**src/rtl/pipeline_pkg.sv**
```systemverilog
// Shared fetch-pipeline definitions: next-PC select encoding, reset constants
// and return-address-stack sizing.
package pipeline_pkg;

  localparam int unsigned XLEN      = 32;
  localparam int unsigned RAS_DEPTH = 8;
  localparam int unsigned RAS_PTR_W = $clog2(RAS_DEPTH);

  localparam logic [XLEN-1:0] NOP      = 32'h0000_0000;
  localparam logic [XLEN-1:0] RESET_PC = 32'h0000_0000;

  typedef enum logic [2:0] {
    PC_SEQ      = 3'b000,
    PC_JUMP     = 3'b001,
    PC_BRANCH   = 3'b010,
    PC_CALL_RS1 = 3'b011,
    PC_RET      = 3'b100
  } pc_src_e;

  function automatic logic [XLEN-1:0] align_word(input logic [XLEN-1:0] addr);
    return {addr[XLEN-1:2], 2'b00};
  endfunction

endpackage

```
**src/rtl/ras_stack.sv**
```systemverilog
// Circular return-address stack: a push when full overwrites the oldest entry,
// a pop when empty only raises the sticky underflow flag.
module ras_stack
  import pipeline_pkg::*;
(
  input  logic            clk,
  input  logic            rst_n,
  input  logic            i_push,
  input  logic            i_pop,
  input  logic [XLEN-1:0] i_data,
  output logic [XLEN-1:0] o_top,
  output logic            o_empty,
  output logic            o_full,
  output logic            o_underflow
);

  localparam logic [RAS_PTR_W:0] C_FULL_CNT = (RAS_PTR_W + 1)'(RAS_DEPTH);

  logic [XLEN-1:0]      r_mem [RAS_DEPTH];
  logic [RAS_PTR_W-1:0] r_top_ptr;
  logic [RAS_PTR_W:0]   r_count;
  logic                 r_underflow;
  logic [RAS_PTR_W-1:0] w_push_ptr;
  logic                 w_do_push;

  // A simultaneous pop wins; the push is dropped.
  assign w_do_push   = i_push && !i_pop;
  assign w_push_ptr  = r_top_ptr + 1'b1;

  assign o_top       = r_mem[r_top_ptr];
  assign o_empty     = (r_count == '0);
  assign o_full      = (r_count == C_FULL_CNT);
  assign o_underflow = r_underflow;

  always_ff @(posedge clk or negedge rst_n) begin
    if (!rst_n) begin
      r_top_ptr   <= '0;
      r_count     <= '0;
      r_underflow <= 1'b0;
    end else if (i_pop) begin
      if (r_count != '0) begin
        r_top_ptr <= r_top_ptr - 1'b1;
        r_count   <= r_count - 1'b1;
      end else begin
        r_underflow <= 1'b1;
      end
    end else if (w_do_push) begin
      r_top_ptr <= w_push_ptr;
      if (r_count != C_FULL_CNT) begin
        r_count <= r_count + 1'b1;
      end
    end
  end

  // Entry storage carries data only; validity is tracked by r_count.
  always_ff @(posedge clk) begin
    if (w_do_push) begin
      r_mem[w_push_ptr] <= i_data;
    end
  end

endmodule

```
**src/rtl/pc_fetch_unit.sv**
```systemverilog
// Instruction fetch: PC register, next-PC selection with RAS-backed returns,
// and the IF/ID pipeline register with kill (bubble) and stall (hold).
module pc_fetch_unit
  import pipeline_pkg::*;
(
  input  logic            clk,
  input  logic            rst_n,
  input  logic [2:0]      PcSource,
  input  logic            SIG_Kill,
  input  logic            SIG_Stall,
  input  logic            SIG_RasPush,
  input  logic [XLEN-1:0] ResolvePc,
  input  logic [XLEN-1:0] JumpTarget,
  input  logic [XLEN-1:0] BranchTarget,
  input  logic [XLEN-1:0] Rs1Target,
  input  logic [XLEN-1:0] InstrIn,
  output logic [XLEN-1:0] PcOut,
  output logic [XLEN-1:0] IfIdPc,
  output logic [XLEN-1:0] IfIdInstr,
  output logic            IfIdValid,
  output logic            RasEmpty,
  output logic            RasFull,
  output logic            RasUnderflow
);

  logic [XLEN-1:0] r_pc;
  logic [XLEN-1:0] r_ifid_pc;
  logic [XLEN-1:0] r_ifid_instr;
  logic            r_ifid_valid;
  logic            r_started;

  pc_src_e         w_src;
  logic            w_run;
  logic            w_ret_sel;
  logic            w_pop;
  logic            w_push;
  logic [XLEN-1:0] w_ret_addr;
  logic [XLEN-1:0] w_ras_top;
  logic [XLEN-1:0] w_ret_target;
  logic [XLEN-1:0] w_next_pc;

  // The first edge after reset release only arms fetch; nothing advances on it.
  assign w_src        = pc_src_e'(PcSource);
  assign w_run        = r_started && !SIG_Stall;
  assign w_ret_sel    = (w_src == PC_RET);
  assign w_pop        = w_run && w_ret_sel;
  assign w_push       = w_run && SIG_RasPush;
  assign w_ret_addr   = ResolvePc + 32'd4;
  assign w_ret_target = RasEmpty ? w_ret_addr : w_ras_top;

  always_comb begin
    w_next_pc = r_pc + 32'd4;
    case (w_src)
      PC_JUMP:     w_next_pc = JumpTarget;
      PC_BRANCH:   w_next_pc = BranchTarget;
      PC_CALL_RS1: w_next_pc = Rs1Target;
      PC_RET:      w_next_pc = w_ret_target;
      default:     w_next_pc = r_pc + 32'd4;
    endcase
  end

  ras_stack u_ras (
    .clk         (clk),
    .rst_n       (rst_n),
    .i_push      (w_push),
    .i_pop       (w_pop),
    .i_data      (w_ret_addr),
    .o_top       (w_ras_top),
    .o_empty     (RasEmpty),
    .o_full      (RasFull),
    .o_underflow (RasUnderflow)
  );

  // IF -> ID stage boundary
  always_ff @(posedge clk or negedge rst_n) begin
    if (!rst_n) begin
      r_started    <= 1'b0;
      r_pc         <= RESET_PC;
      r_ifid_pc    <= '0;
      r_ifid_instr <= NOP;
      r_ifid_valid <= 1'b0;
    end else if (!r_started) begin
      r_started <= 1'b1;
    end else if (!SIG_Stall) begin
      r_pc      <= align_word(w_next_pc);
      r_ifid_pc <= r_pc;
      if (SIG_Kill) begin
        r_ifid_instr <= NOP;
        r_ifid_valid <= 1'b0;
      end else begin
        r_ifid_instr <= InstrIn;
        r_ifid_valid <= 1'b1;
      end
    end
  end

  assign PcOut     = r_pc;
  assign IfIdPc    = r_ifid_pc;
  assign IfIdInstr = r_ifid_instr;
  assign IfIdValid = r_ifid_valid;

endmodule

```
**config.mk**
```make
export PLATFORM = sky130hd
export DESIGN_NAME = pc_fetch_unit
export DESIGN_NICKNAME = d
export VERILOG_FILES = /design/src/rtl/pipeline_pkg.sv /design/src/rtl/ras_stack.sv /design/src/rtl/pc_fetch_unit.sv
export SDC_FILE = /design/constraint.sdc
export NUM_CORES = 1
export LEC_CHECK = 0
export BUFFER_PORTS_ARGS = -buffer_cell sky130_fd_sc_hd__buf_2
export CAP_MARGIN = 25
export CORE_ASPECT_RATIO = 2
export CORE_MARGIN = 5
export CORE_UTILIZATION = 35
export DETAILED_ROUTE_END_ITERATION = 8
export GPL_TIMING_DRIVEN = 0
export HOLD_SLACK_MARGIN = 0.1
export PLACE_DENSITY_LB_ADDON = 0.15
export SKIP_CTS_REPAIR_TIMING = 1
export SLEW_MARGIN = 10
export SYNTH_ARGS = -nofsm -noshare
export SYNTH_HDL_FRONTEND = slang
export SYNTH_HIERARCHICAL = 1
export SYNTH_SLANG_ARGS = --single-unit
```
**constraint.sdc**
```tcl
create_clock -name clk -period 13.56 [get_ports clk]
set_clock_uncertainty 0.15 [all_clocks]
set_input_delay 3.39 -clock clk [delete_from_list [all_inputs] [get_ports clk]]
set_output_delay 3.39 -clock clk [all_outputs]
set_load 0.05 [all_outputs]
```
==> metrics.cfg <==
[outcome]
status=completed

[clocking]
htree_levels=1
clock_latency_ps=580
numCtsBuffers=29
cts_tree=done
cts_max_path_buffers=3
clk_pin_slew_ps=70
cts_root_buffer=clkbuf_16
clock-sinks=342

[timing]
max_freq_mhz=140.8
finalHoldViolCount=0
period_share_pct=52.38
tns_ps=0
timing.slew.headroom_pct=29.72
min_period_ps=7102
setup_viol=0
setup_slack_ps=6458
tightest_slew_ps=1054
rsz0062_at_grt=false
drv_slew=0

[die]
start_util_pct=35.29
rows=111
dieArea_mm2=0.05072
io_pins=268
die_y_um=313.5
core-area_mm2=0.04569
dieWidth_um=161.8

[drt]
drc_errors=0
wl_per_cell_um=27.39
vias_per_cell=5.475
ant_nets=0
vias=11370
drt_iter0_markers=777
routed_wl_um=56890
dr.pass1.iters=5

[worst_setup_path]
start_kind=primary input
timing.rr.start=r_started
regToRegSetupSlack_ps=9010
cp_data_arrival_time_ps=7230
critical_path_class=primary input to flip-flop
r2r_end=u_ras/r_mem[1][10]
slowest_delay_ps=690
crit_buf_inv=7
crit_path_end_kind=flip-flop
path_depth=12
cp_max_fo=10
critPathSlowestCell=clkbuf_1
r2r_cells=11
crit_path_cell_trace=buf_2 > nor2b_1 > clkbuf_1 > clkbuf_1 > and2_1 > nor2b_1 > nand2b_1 > nor3_2 > buf_6 > buf_4 > buf_4 > buf_6
crit_required_ps=13690
crit_end=u_ras/r_mem[1][10]
worstSetupStartpoint=SIG_Stall
cp_top_family=buffers and inverters

[power_and_ir_drop]
p_sw_share_pct=36.78
power_switching_uw=1223
power_density_mw_per_mm2=171.7
seqPwrFrac_pct=40.0
p_int_uw=2103
p_comb_share_pct=35.4
peakVddDrop_uv=64.79
p_clk_share_pct=24.6
p_leak_uw=0.007663

[placed_design]
port_buffers=255
place_ws_ps=5842
gp_congestion=0.9473
dp_hpwl_um=44230

[global_route]
grt_usage_pct=21.85
antenna_found_initial=2
grt-ovfl-total=0
grt_pass1_wl_um=81300
grt_pass1_vias=11950
grt_max_degree=82

[synthesis]
synthCells=1174
syn_avg_cell_area_um2=13.73
netlist_area_mm2=0.01612
ys_warn_count=6

[worst_hold_path]
hold_path.class=flip-flop to flip-flop
min_from=IfIdInstr[10]

[job]
maxCapViolCount=0

[final_layout]
nets=1661
drive_gt1_share_pct=30.02
fillers=4358
syn_to_final_growth_pct=20.17

[routing by layer]
metal | vias to the layer above | global-route usage (%) | routed length (um)
met5 | - | 0 | 0
met4 | 0 | 10.89 | 3155
met3 | 127 | 3.791 | 3619
met2 | 511 | 41.29 | 30670
met1 | 5612 | 22.97 | 19440
li1 | 5121 | - | -
[sequential cells by signal, summed over array words and instances (netlist names)]
register	count
PcOut	30
u_ras/r_mem	240
u_ras/r_count	4
IfIdInstr	32
u_ras/o_underflow	1
IfIdValid	1
u_ras/r_top_ptr	3
r_started	1
IfIdPc	30
[power groups by stage]
| stage | sequential, uW | clock [uW] | combinational [uW] |
|---|---|---|---|
| 6_report | 1330 | 819 | 1180 |
| 5_1_grt | 1340 | 876 | 1240 |
| 4_1_cts | 1330 | 842 | 1190 |
| 3_5_place_dp | 1350 | 0 | 1180 |
| 3_3_place_gp | 1350 | 0 | 1150 |
| 2_1_floorplan | 1530 | 0 | 601 |
[layout by cell type (no fill, tap or decap), types with 9 or more instances in the layout]
master	instances
a21oi_1	40
a22oi_1	17
a31oi_1	9
and3_1	9
buf_2	272
buf_4	13
buf_6	19
clkbuf_1	41
clkbuf_16	29
dfrtp_1	102
edfxtp_1	240
inv_1	21
mux2_2	45
mux2i_1	20
mux4_1	51
mux4_2	10
nand2_1	182
nand3_1	22
nand3b_1	32
nand4_1	12
nor2_1	43
nor3_1	16
o21ai_0	48
xnor2_1	26
[worst register-to-register path: cells and delay by family (launching register included)]
| family | cells | cell delay [ps] |
|---|---|---|
| buffers and inverters | 6 | 2090 |
| AND/OR/NAND/NOR | 5 | 1660 |
| flip-flops | 1 | 350 |
[area by class of cell]
cell class	instances	area [um^2]	share of cell area (%)
Antenna cell	3	7.507	0.03874
Multi-Input combinational cell	737	5939	30.65
Clock buffer	37	775.7	4.004
Sequential cell	342	9759	50.37
Inverter	21	78.83	0.4068
Buffer	77	407.9	2.105
Clock inverter	17	130.1	0.6716
Timing Repair Buffer	278	1570	8.104
Tap cell	565	706.9	3.648
[worst min-delay path by stage]
stage / endpoint / depth (start not counted)
after floorplan: u_ras/r_count[1] / 2
after global placement: u_ras/o_underflow / 1
after detailed placement: u_ras/o_underflow / 1
after CTS: u_ras/o_underflow / 1
after global routing: u_ras/o_underflow / 1
final: IfIdInstr[10] / 2
[stage by stage]
step,std cells,total power [uW],hold WS [ps],cell area (um^2),utilization (%)
floorplan,1177,2131,479.0,16140,-
global placement,1997,2504,292.7,18120,39.65
detailed placement,2020,2534,296.9,18460,40.41
CTS,2074,3358,316.1,19370,42.39
global route,2076,3457,330.7,19370,42.40
finish,2077,3326,313.6,19380,42.41
(Power assumes the default switching activity.)
